<file path="src/rtl/show_port.sv">
// show_port: responder for the cpu's execute-stage show interface.
// Show events are queued in a small FIFO, then drained onto a paced display
// bus where each value is held for HOLD cycles. Per-channel LED registers
// latch the last value popped for each channel. Dropped events are counted.
module show_port #(
    parameter int DEPTH = 4,
    parameter int HOLD  = 4
) (
    input  logic       clk,
    input  logic       reset,
    input  logic [1:0] ShowE,
    input  logic [7:0] ShowDataE,
    output logic       DispValid,
    output logic [1:0] DispChan,
    output logic [7:0] DispData,
    output logic [7:0] Led1,
    output logic [7:0] Led2,
    output logic [7:0] Led3,
    output logic       Full,
    output logic       Overflow,
    output logic [7:0] DropCnt
);

    localparam int AW = (DEPTH > 1) ? $clog2(DEPTH) : 1;
    localparam int CW = $clog2(DEPTH + 1);
    localparam int HW = (HOLD > 1) ? $clog2(HOLD) : 1;
    localparam logic [CW-1:0] DEPTH_C   = CW'(DEPTH);
    localparam logic [HW-1:0] HOLD_LOAD = HW'(HOLD - 1);

    typedef enum logic [0:0] {
        ST_IDLE = 1'b0,
        ST_HOLD = 1'b1
    } state_t;

    state_t          state_r;
    logic [HW-1:0]   hold_r;
    logic [CW-1:0]   count_r;
    logic [AW-1:0]   wr_ptr_r;
    logic [AW-1:0]   rd_ptr_r;
    logic [9:0]      mem_r [DEPTH];

    logic            event_s;
    logic            pop_s;
    logic            push_s;
    logic            drop_s;
    logic [9:0]      head_s;

    // Pop/push/drop decisions; pop sees only the registered count, so an
    // entry pushed this edge is not popped until the next one.
    always_comb begin
        event_s = (ShowE != 2'b00);
        pop_s   = 1'b0;
        case (state_r)
            ST_IDLE: pop_s = (count_r != {CW{1'b0}});
            ST_HOLD: pop_s = (hold_r == {HW{1'b0}}) && (count_r != {CW{1'b0}});
            default: pop_s = 1'b0;
        endcase
        if (event_s && ((count_r < DEPTH_C) || pop_s)) begin
            push_s = 1'b1;
        end else begin
            push_s = 1'b0;
        end
        drop_s = event_s && !push_s;
        head_s = mem_r[rd_ptr_r];
    end

    assign Full = (count_r == DEPTH_C);

    // FIFO storage, wrapping pointers and occupancy count.
    always_ff @(posedge clk or posedge reset) begin
        if (reset) begin
            count_r  <= {CW{1'b0}};
            wr_ptr_r <= {AW{1'b0}};
            rd_ptr_r <= {AW{1'b0}};
            for (int i = 0; i < DEPTH; i++) begin
                mem_r[i] <= 10'd0;
            end
        end else begin
            if (push_s) begin
                mem_r[wr_ptr_r] <= {ShowE, ShowDataE};
                wr_ptr_r        <= wr_ptr_r + AW'(1);
            end
            if (pop_s) begin
                rd_ptr_r <= rd_ptr_r + AW'(1);
            end
            case ({push_s, pop_s})
                2'b10:   count_r <= count_r + CW'(1);
                2'b01:   count_r <= count_r - CW'(1);
                default: count_r <= count_r;
            endcase
        end
    end

    // Sticky overflow flag and saturating drop counter.
    always_ff @(posedge clk or posedge reset) begin
        if (reset) begin
            Overflow <= 1'b0;
            DropCnt  <= 8'd0;
        end else if (drop_s) begin
            Overflow <= 1'b1;
            if (DropCnt != 8'hFF) begin
                DropCnt <= DropCnt + 8'd1;
            end
        end
    end

    // Display pacing FSM: pop loads the bus, LEDs and hold counter.
    always_ff @(posedge clk or posedge reset) begin
        if (reset) begin
            state_r   <= ST_IDLE;
            hold_r    <= {HW{1'b0}};
            DispValid <= 1'b0;
            DispChan  <= 2'd0;
            DispData  <= 8'd0;
            Led1      <= 8'd0;
            Led2      <= 8'd0;
            Led3      <= 8'd0;
        end else if (pop_s) begin
            state_r   <= ST_HOLD;
            hold_r    <= HOLD_LOAD;
            DispValid <= 1'b1;
            DispChan  <= head_s[9:8];
            DispData  <= head_s[7:0];
            case (head_s[9:8])
                2'b01:   Led1 <= head_s[7:0];
                2'b10:   Led2 <= head_s[7:0];
                2'b11:   Led3 <= head_s[7:0];
                default: Led1 <= Led1;
            endcase
        end else begin
            case (state_r)
                ST_IDLE: DispValid <= 1'b0;
                ST_HOLD: begin
                    if (hold_r != {HW{1'b0}}) begin
                        hold_r <= hold_r - HW'(1);
                    end else begin
                        DispValid <= 1'b0;
                        state_r   <= ST_IDLE;
                    end
                end
                default: begin
                    DispValid <= 1'b0;
                    state_r   <= ST_IDLE;
                end
            endcase
        end
    end

endmodule

</file>
<file path="config.mk">
export PLATFORM = sky130hd
export DESIGN_NAME = show_port
export DESIGN_NICKNAME = d
export VERILOG_FILES = /design/src/rtl/show_port.sv
export SDC_FILE = /design/constraint.sdc
export NUM_CORES = 1
export LEC_CHECK = 0
export ABC_AREA = 1
export CAP_MARGIN = 20
export CORE_ASPECT_RATIO = 2
export CORE_UTILIZATION = 40
export DETAILED_ROUTE_END_ITERATION = 7
export GPL_ROUTABILITY_DRIVEN = 0
export GPL_TIMING_DRIVEN = 1
export PLACE_DENSITY_LB_ADDON = 0.08
export SETUP_SLACK_MARGIN = 0.2
export SLEW_MARGIN = 20
export SYNTH_ARGS = -nofsm -noshare
export SYNTH_HDL_FRONTEND = slang
export SYNTH_SLANG_ARGS = --single-unit
</file>
<file path="constraint.sdc">
create_clock -name clk -period 4 [get_ports clk]
set_clock_uncertainty 0.05 [all_clocks]
set_input_delay 1 -clock clk [delete_from_list [all_inputs] [get_ports clk]]
set_output_delay 1 -clock clk [all_outputs]
set_load 0.01 [all_outputs]
</file>
==> key figures, run 1 <==
Setup path
  – R2R setup slack: 1.59 ns
  – Arrival @ worst endpoint: between 2 and 3 ns
  – R2r worst-path depth: 8
  – Worst reg2reg path startpoint: rd_ptr_r[0]$_DFFE_PP0P_
  – Worst path cell trace: clkdlybuf4s50_1 -> nor2_1 -> inv_1 -> nand2_1 -> ha_1 -> inv_1 -> fa_1 -> a21oi_1 -> o21ai_0 -> xor2_1
  – CP Max Fanout: 3
  – Worst Setup Start Kind: primary input
  – Worst reg2reg path endpoint: Led1[6]$_DFFE_PP0P_
  – Crit-path slowest cell: clkdlybuf4s50_1
  – CP endpoint kind: register
  – Worst path max stage delay: 0.42 ns
  – Most frequent CP cell: inv_1
  – WS Path Type: in -> reg
  – CP Data Required Time: roughly 4.2 ns

Cells and area
  – Commonest non-fill, non-tap cells in the layout: nand2_1, dfrtp_1, clkdlybuf4s50_1, o21ai_1, inv_1
  – Area delta synth->final: 22.5%
  – Final core occ: 50.5%
  – N_diodes: 0
  – Fin nets: about 570
  – Commonest non-fill, non-tap cell in the layout: nand2_1
  – Layout cells sized above 1: under 10%

Yosys
  – Net Count, Synth: 514
  – Synth Flop Type: dfrtp_1
  – Register bit total from synthesis: 94
  – Post-synth EDFFs: 0
  – Syn Inst Count: about 490
  – Post-Synthesis Cell Area: around 4300 µm²
  – Synth Warn #: 0
  – Async SR Flop Fraction: 100%
  – Distinct cells, synth: 26
  – Syn avg cell area: 8.75 µm²
  – Seq/Total Area, Yosys: 54.4%

Die
  – Die W: 75.5 µm
  – Die height: roughly 150 µm
  – Die Footprint: 11200 µm²
  – Num rows: 53
  – Num ports: 57
  – Core area: between 10000 and 15000 µm²
  – Starting Density: 41.2%

Clock network
  – Clk_lat worst skew: 0.34 ns
  – Cts bufs inserted: 9
  – Clk buf depth: 2
  – CTS tree: yes
  – Clk pin slew, worst setup/hold paths: around 0.060 ns
  – CTS resizes: 0
  – Root buffer cell: clkbuf_16
  – H-tree depth: 3
  – Hold_buf cts: 0
  – Post-CTS Setup Repair Bufs: 0
  – Clock sinks: 94

Place
  – Final HPWL DP: 6910 µm
  – Buffers added on ports: 56

Route
  – Post-route DRC: 0
  – Post-route ant nets: 0
  – Final WL: 9430 µm
  – Vias per cell: 4.92
  – Via count: 3377
  – DR WL/cell: 13.7 µm
  – DR iter-0 viols: 162
  – 1st-pass router iterations: 4

Global route
  – Tot GR Track Use: 19.3%
  – First-pass GRT wire length: 16400 µm
  – M3 GR Usage: 2.91%
  – Grt met2 use: between 30% and 40%
  – Initial antenna violation count: 0
  – GR peak layer: met2
  – Total gr overflow: 0
  – Grt met1 use: 23.4%
  – Vias in the first global route: 3314
  – Largest net degree at the start of global routing: slightly above 50

Min path
  – Min-Delay Endpoint: Led1[4]$_DFFE_PP0P_
  – Worst Hold Launch: Led1[4]$_DFFE_PP0P_
  – Worst hold path stage count: 2
  – Worst Hold Class: reg -> reg

Timing
  – Setup_tns: 0 ns
  – Fin. Hold Viols: 0
  – Worst slew pin tran: around 0.82 ns
  – Final worst-path cycle share: 64.4%
  – Relative slew slack: between 40 and 50%
  – RSZ-0062 raised after global routing: false
  – Max Fclk: 388 MHz
  – Max Slew Vio Count: 0
  – Tmin final: 2.58 ns
  – Final setup fails: 0

Power and ir drop
  – Pleak: 0.00257 µW
  – Logic pwr share: 46.2%
  – Worst IR drop on VDD: 0.335 mV
  – Sequential share of power: 34.7%
  – Power Density: a little over 900 nW/µm²
  – Pint: ~2800 µW
  – Net switching power: 1980 µW
  – Clock Power Share: 19.1%
  – Sw frac: 41.1%

Run
  – MaxCap Viol Count: 0

Status
  – Status: finished, final reports clean
-- metrics by stage --
step           cells  hold WS, ns  power (µW)  area [µm²]  setup WS [ns]
6_report         687        0.425        4810        5290           1.42
5_1_grt          687        0.444        5260        5290           1.27
4_1_cts          687        0.430        4880        5290           1.40
3_5_place_dp     671        0.414        3940        4970           1.07
3_3_place_gp     671        0.403        3870        4970           1.12
2_1_floorplan    494        0.403        3210        4320          0.501
-- final cells by class --
type                       instances  area, µm²
inverter                          44        166
fill                            1072       5190
timing repair buffer              59        596
multi-input combinational        337       1680
clock buffer                      10        239
sequential                        94       2350
clock inverter                     6       85.1
tap                              137        171
-- power groups by stage --
stage	combinational (µW)	sequential, µW	clock [µW]
finish	2220	1670	919
global route	2550	1730	980
CTS	2260	1670	944
detailed placement	2260	1690	0
global placement	2200	1670	0
floorplan	1490	1720	0
-- critical path, delay by kind of cell --
kind	cells	cell delay (ns)
buf+inv	3	0.54
xor+xnor	1	0.15
fa+ha+maj	2	0.54
compound gates	2	0.27
simple gates	2	0.26
-- flip-flops by register name (all words and copies together) (netlist names), 3 cells and up --
register  count
DispData      8
count_r       3
DropCnt       8
Led2          8
mem_r        40
Led1          8
Led3          8
-- layer usage --
metal	part of all wire, %	wire [µm]
met1	42	3920
met2	54	5080
met3	2.7	257
met4	1.9	177
met5	0	0
-- kinds of logic after synthesis --
kind of cell / Yosys count / share of synthesized area, %
AOI/OAI and AO/OA: 75 / 10.6
xor gates and xnor gates: 8 / 1.62
adders and majority gates: 8 / 2.49
buffers and inverters: 63 / 6.63
DFF: 94 / 54.4
and+or+nand+nor: 246 / 24.2
-- cells in the mapped netlist, types with 3 or more instances --
master,instances,area [µm²]
nand2_2,4,25.0
o211ai_2,8,100
xor2_1,6,52.6
inv_1,39,146
buf_2,13,65.1
dfrtp_1,94,2350
o21ai_0,5,25.0
nor2_1,33,124
a31oi_1,8,50.1
buf_6,3,33.8
inv_2,5,18.8
nand4_1,3,18.8
nand3_4,3,52.6
nand3_1,32,160
nand2_1,164,616
ha_1,7,87.6
o21ai_1,51,255
buf_4,3,22.5
-- worst max path at each step --
stage                              end  slack (ns)                   start  cells after the start
2_1_floorplan  DispChan[0]$_DFFE_PP0P_        0.50                   reset                      1
3_3_place_gp    count_r[2]$_DFFE_PP0P_        1.12                ShowE[0]                     10
3_5_place_dp    count_r[2]$_DFFE_PP0P_        1.07                ShowE[0]                     10
4_1_cts                           Full        1.40  count_r[0]$_DFFE_PP0P_                      2
5_1_grt         count_r[2]$_DFFE_PP0P_        1.27                ShowE[1]                     10
6_report        count_r[2]$_DFFE_PP0P_        1.42                ShowE[0]                     10
No activity file was read; power rests on OpenSTA's default activity.
==> inputs of run 2 (changes only) <==
==> constraint.sdc (replaced) <==
create_clock -name clk -period 2.3 [get_ports clk]
set_clock_uncertainty 0.05 [all_clocks]
set_input_delay 0.575 -clock clk [delete_from_list [all_inputs] [get_ports clk]]
set_output_delay 0.575 -clock clk [all_outputs]
set_load 0.01 [all_outputs]
==> run 2 against run 1 <==
Power grew 78%; hold slack lost 0.0089 ns; design area grew 3.1%; first-iteration DRC count grew 11%; register-to-register slack lost 1.3 ns; critical path depth is the same; sequential share of layout area shrank 1.4 points; non-clock buffer count grew 14; global-route usage shrank 0.15 points.
==> key figures, run 2 (synthesis results as in run 1) <==
Setup path
  – CP Data Required Time: 2.47 ns (-1.70 ns)
  – CP Max Fanout: 2 (-1)
  – Arrival @ worst endpoint: 2.16 ns (-0.58 ns)
  – Worst reg2reg path startpoint: hold_r[0]$_DFFE_PP0P_
  – Worst Setup Start Kind: primary input
  – CP endpoint kind: register
  – CP Launch Point: ShowE[0]
  – WS Path Type: in -> reg

Min path
  – Worst Hold Class: reg -> reg
  – Worst Hold Launch: Overflow$_DFFE_PP0P_

Timing
  – Worst slew pin tran: 0.502 ns (-0.315 ns)
  – RSZ-0062 raised after global routing: false
  – Setup_tns: 0 ns (unchanged)
  – Max Fclk: 501 MHz
  – Final setup fails: 0 (unchanged)
  – Max Slew Vio Count: 0 (unchanged)
  – Final worst-path cycle share: 86.8%
  – Tmin final: roughly 2.0 ns
  – Worst hold margin: 0.416 ns (-0.00887 ns)
  – Relative slew slack: 66.6% (+21 points)
  – Fin. Hold Viols: 0 (unchanged)

Cells and area
  – Design Area, Final: 5460 µm² (+3.1%)
  – Fill count: 1069 (-0.28%)
  – Largest register FFs: 40 (unchanged)
  – Commonest non-fill, non-tap cell in the layout: nand2_1
  – Commonest non-fill, non-tap cells in the layout: nand2_1, dfrtp_1, clkdlybuf4s50_1, o21ai_1, inv_1
  – Layout cells sized above 1: 11.9% (+3.5 points)
  – Area delta synth->final: 26.3%
  – Fin nets: 579 (+2.5%)
  – Fin cells: 701 (+2.0%)
  – Largest Register: mem_r
  – N_diodes: 0 (unchanged)

Run
  – MaxCap Viol Count: 0 (unchanged)

Route
  – Via count: 3377 (unchanged)
  – DR iter-0 viols: 180 (+11%)
  – Vias per cell: 4.82 (-2.0%)
  – Final WL: 9310 µm (-1.3%)
  – Post-route ant nets: 0 (unchanged)
  – 1st-pass router iterations: 4 (unchanged)
  – DR WL/cell: 13.3 µm (-3.2%)
  – Post-route DRC: 0 (unchanged)

Power and ir drop
  – Pleak: 0.00265 µW (+3.2%)
  – Worst IR drop on VDD: 0.732 mV (+120%)
  – Power Density: 1570 nW/µm² (+72%)
  – Power consumption: 8560 µW (+78%)

Die
  – Num ports: 57 (unchanged)
  – Core area: 10500 µm² (unchanged)
  – Starting Density: 41.2% (unchanged)
  – Die height: 149 µm (unchanged)
  – Die W: 75.5 µm (unchanged)
  – Die Footprint: 11200 µm² (unchanged)
  – Num rows: 53 (unchanged)

Clock network
  – Clk pin slew, worst setup/hold paths: 0.06 ns (about the same)
  – Clk buf depth: 2 (unchanged)
  – Cts bufs inserted: 9 (unchanged)
  – Clock sinks: 94 (unchanged)
  – Root buffer cell: clkbuf_16
  – CTS tree: yes
  – Clk_lat worst skew: 0.34 ns (about the same)
  – H-tree depth: 3 (unchanged)

Status
  – Status: finished, final reports clean

Global route
  – Vias in the first global route: 3367 (+1.6%)
  – Total gr overflow: 0 (unchanged)
  – First-pass GRT wire length: 16200 µm (-1.2%)
  – Tot GR Track Use: 19.1% (-0.15 points)
  – Largest net degree at the start of global routing: 95 (+86%)
  – Initial antenna violation count: 0 (unchanged)

Place
  – Area after DPL: 5140 µm² (+3.4%)
  – Buffers added on ports: 56 (unchanged)
  – Placed insts: 683 (+1.8%)
  – Final HPWL DP: 6820 µm (-1.3%)
==> run 2: cell types whose count changed in the layout (fill, tap and decap cells not counted), moves of 3 or more <==
cell and delta:
buf_12 +4, inv_1 -3, inv_2 +3, buf_4 +10
==> run 2: where the power goes <==
| part | leakage, µW | switching [µW] | internal, µW |
|---|---|---|---|
| clock network | 0.000152 | 589 | 896 |
| logic | 0.00134 | 2370 | 1770 |
| registers | 0.00116 | 507 | 2430 |
==> run 2: final cells by class <==
cell class              count  area [µm²]  share of cell area (%)
flip-flops and latches     94        2350                    43.1
multi-input cells         337        1710                    31.4
repair buffers             73         749                    13.7
clock buffers              12         256                    4.70
well taps                 137         171                    3.14
inverters                  44         169                    3.09
clock inverters             4        45.0                   0.825
==> run 2: stage by stage <==
stage	worst slack [ns]	util, %
4_1_cts	0.236	51.9
3_5_place_dp	-0.0850	49.0
3_3_place_gp	-0.0425	49.0
2_1_floorplan	0.200	-
6_report	0.305	52.1
5_1_grt	0.208	52.1
==> run 2: repair_timing <==
item                       4_1_cts  5_1_grt
pin swaps                        0        1
resized for setup                1        2
buffers inserted                 0        2
hold buffers                     0        0
setup endpoints to repair        1        1
hold endpoints to repair         0        0
==> run 2: final timing paths <==
path,endpoint,cells after the start,slack [ns]
max in group asynchronous,mem_r[16]$_DFFE_PP0P_,3,1.13
hold reg to reg,Overflow$_DFFE_PP0P_,1,0.42
setup / recovery,count_r[2]$_DFFE_PP0P_,10,0.30
min in group asynchronous,Led1[2]$_DFFE_PP0P_,3,0.68
setup reg to reg,count_r[2]$_DFFE_PP0P_,11,0.31
hold / removal,Overflow$_DFFE_PP0P_,1,0.42
==> run 2: critical path, cell delays in order <==
cell and delay [ns]:
clkdlybuf4s50_1 0.41, nor2_1 0.14, inv_1 0.06, nand2_2 0.09
ha_4 0.13, inv_2 0.04, fa_2 0.35, a21oi_1 0.13
o21ai_1 0.09, xor2_1 0.14
==> run 2: per-layer routing <==
metal / share of wire (%) / GRT usage, % / up-vias
li1: - / - / 1709
met1: 41 / 23.0 / 1592
met2: 53 / 32.6 / 65
met3: 3.5 / 3.72 / 11
met4: 2.0 / 7.69 / 0
met5: 0 / 0 / -
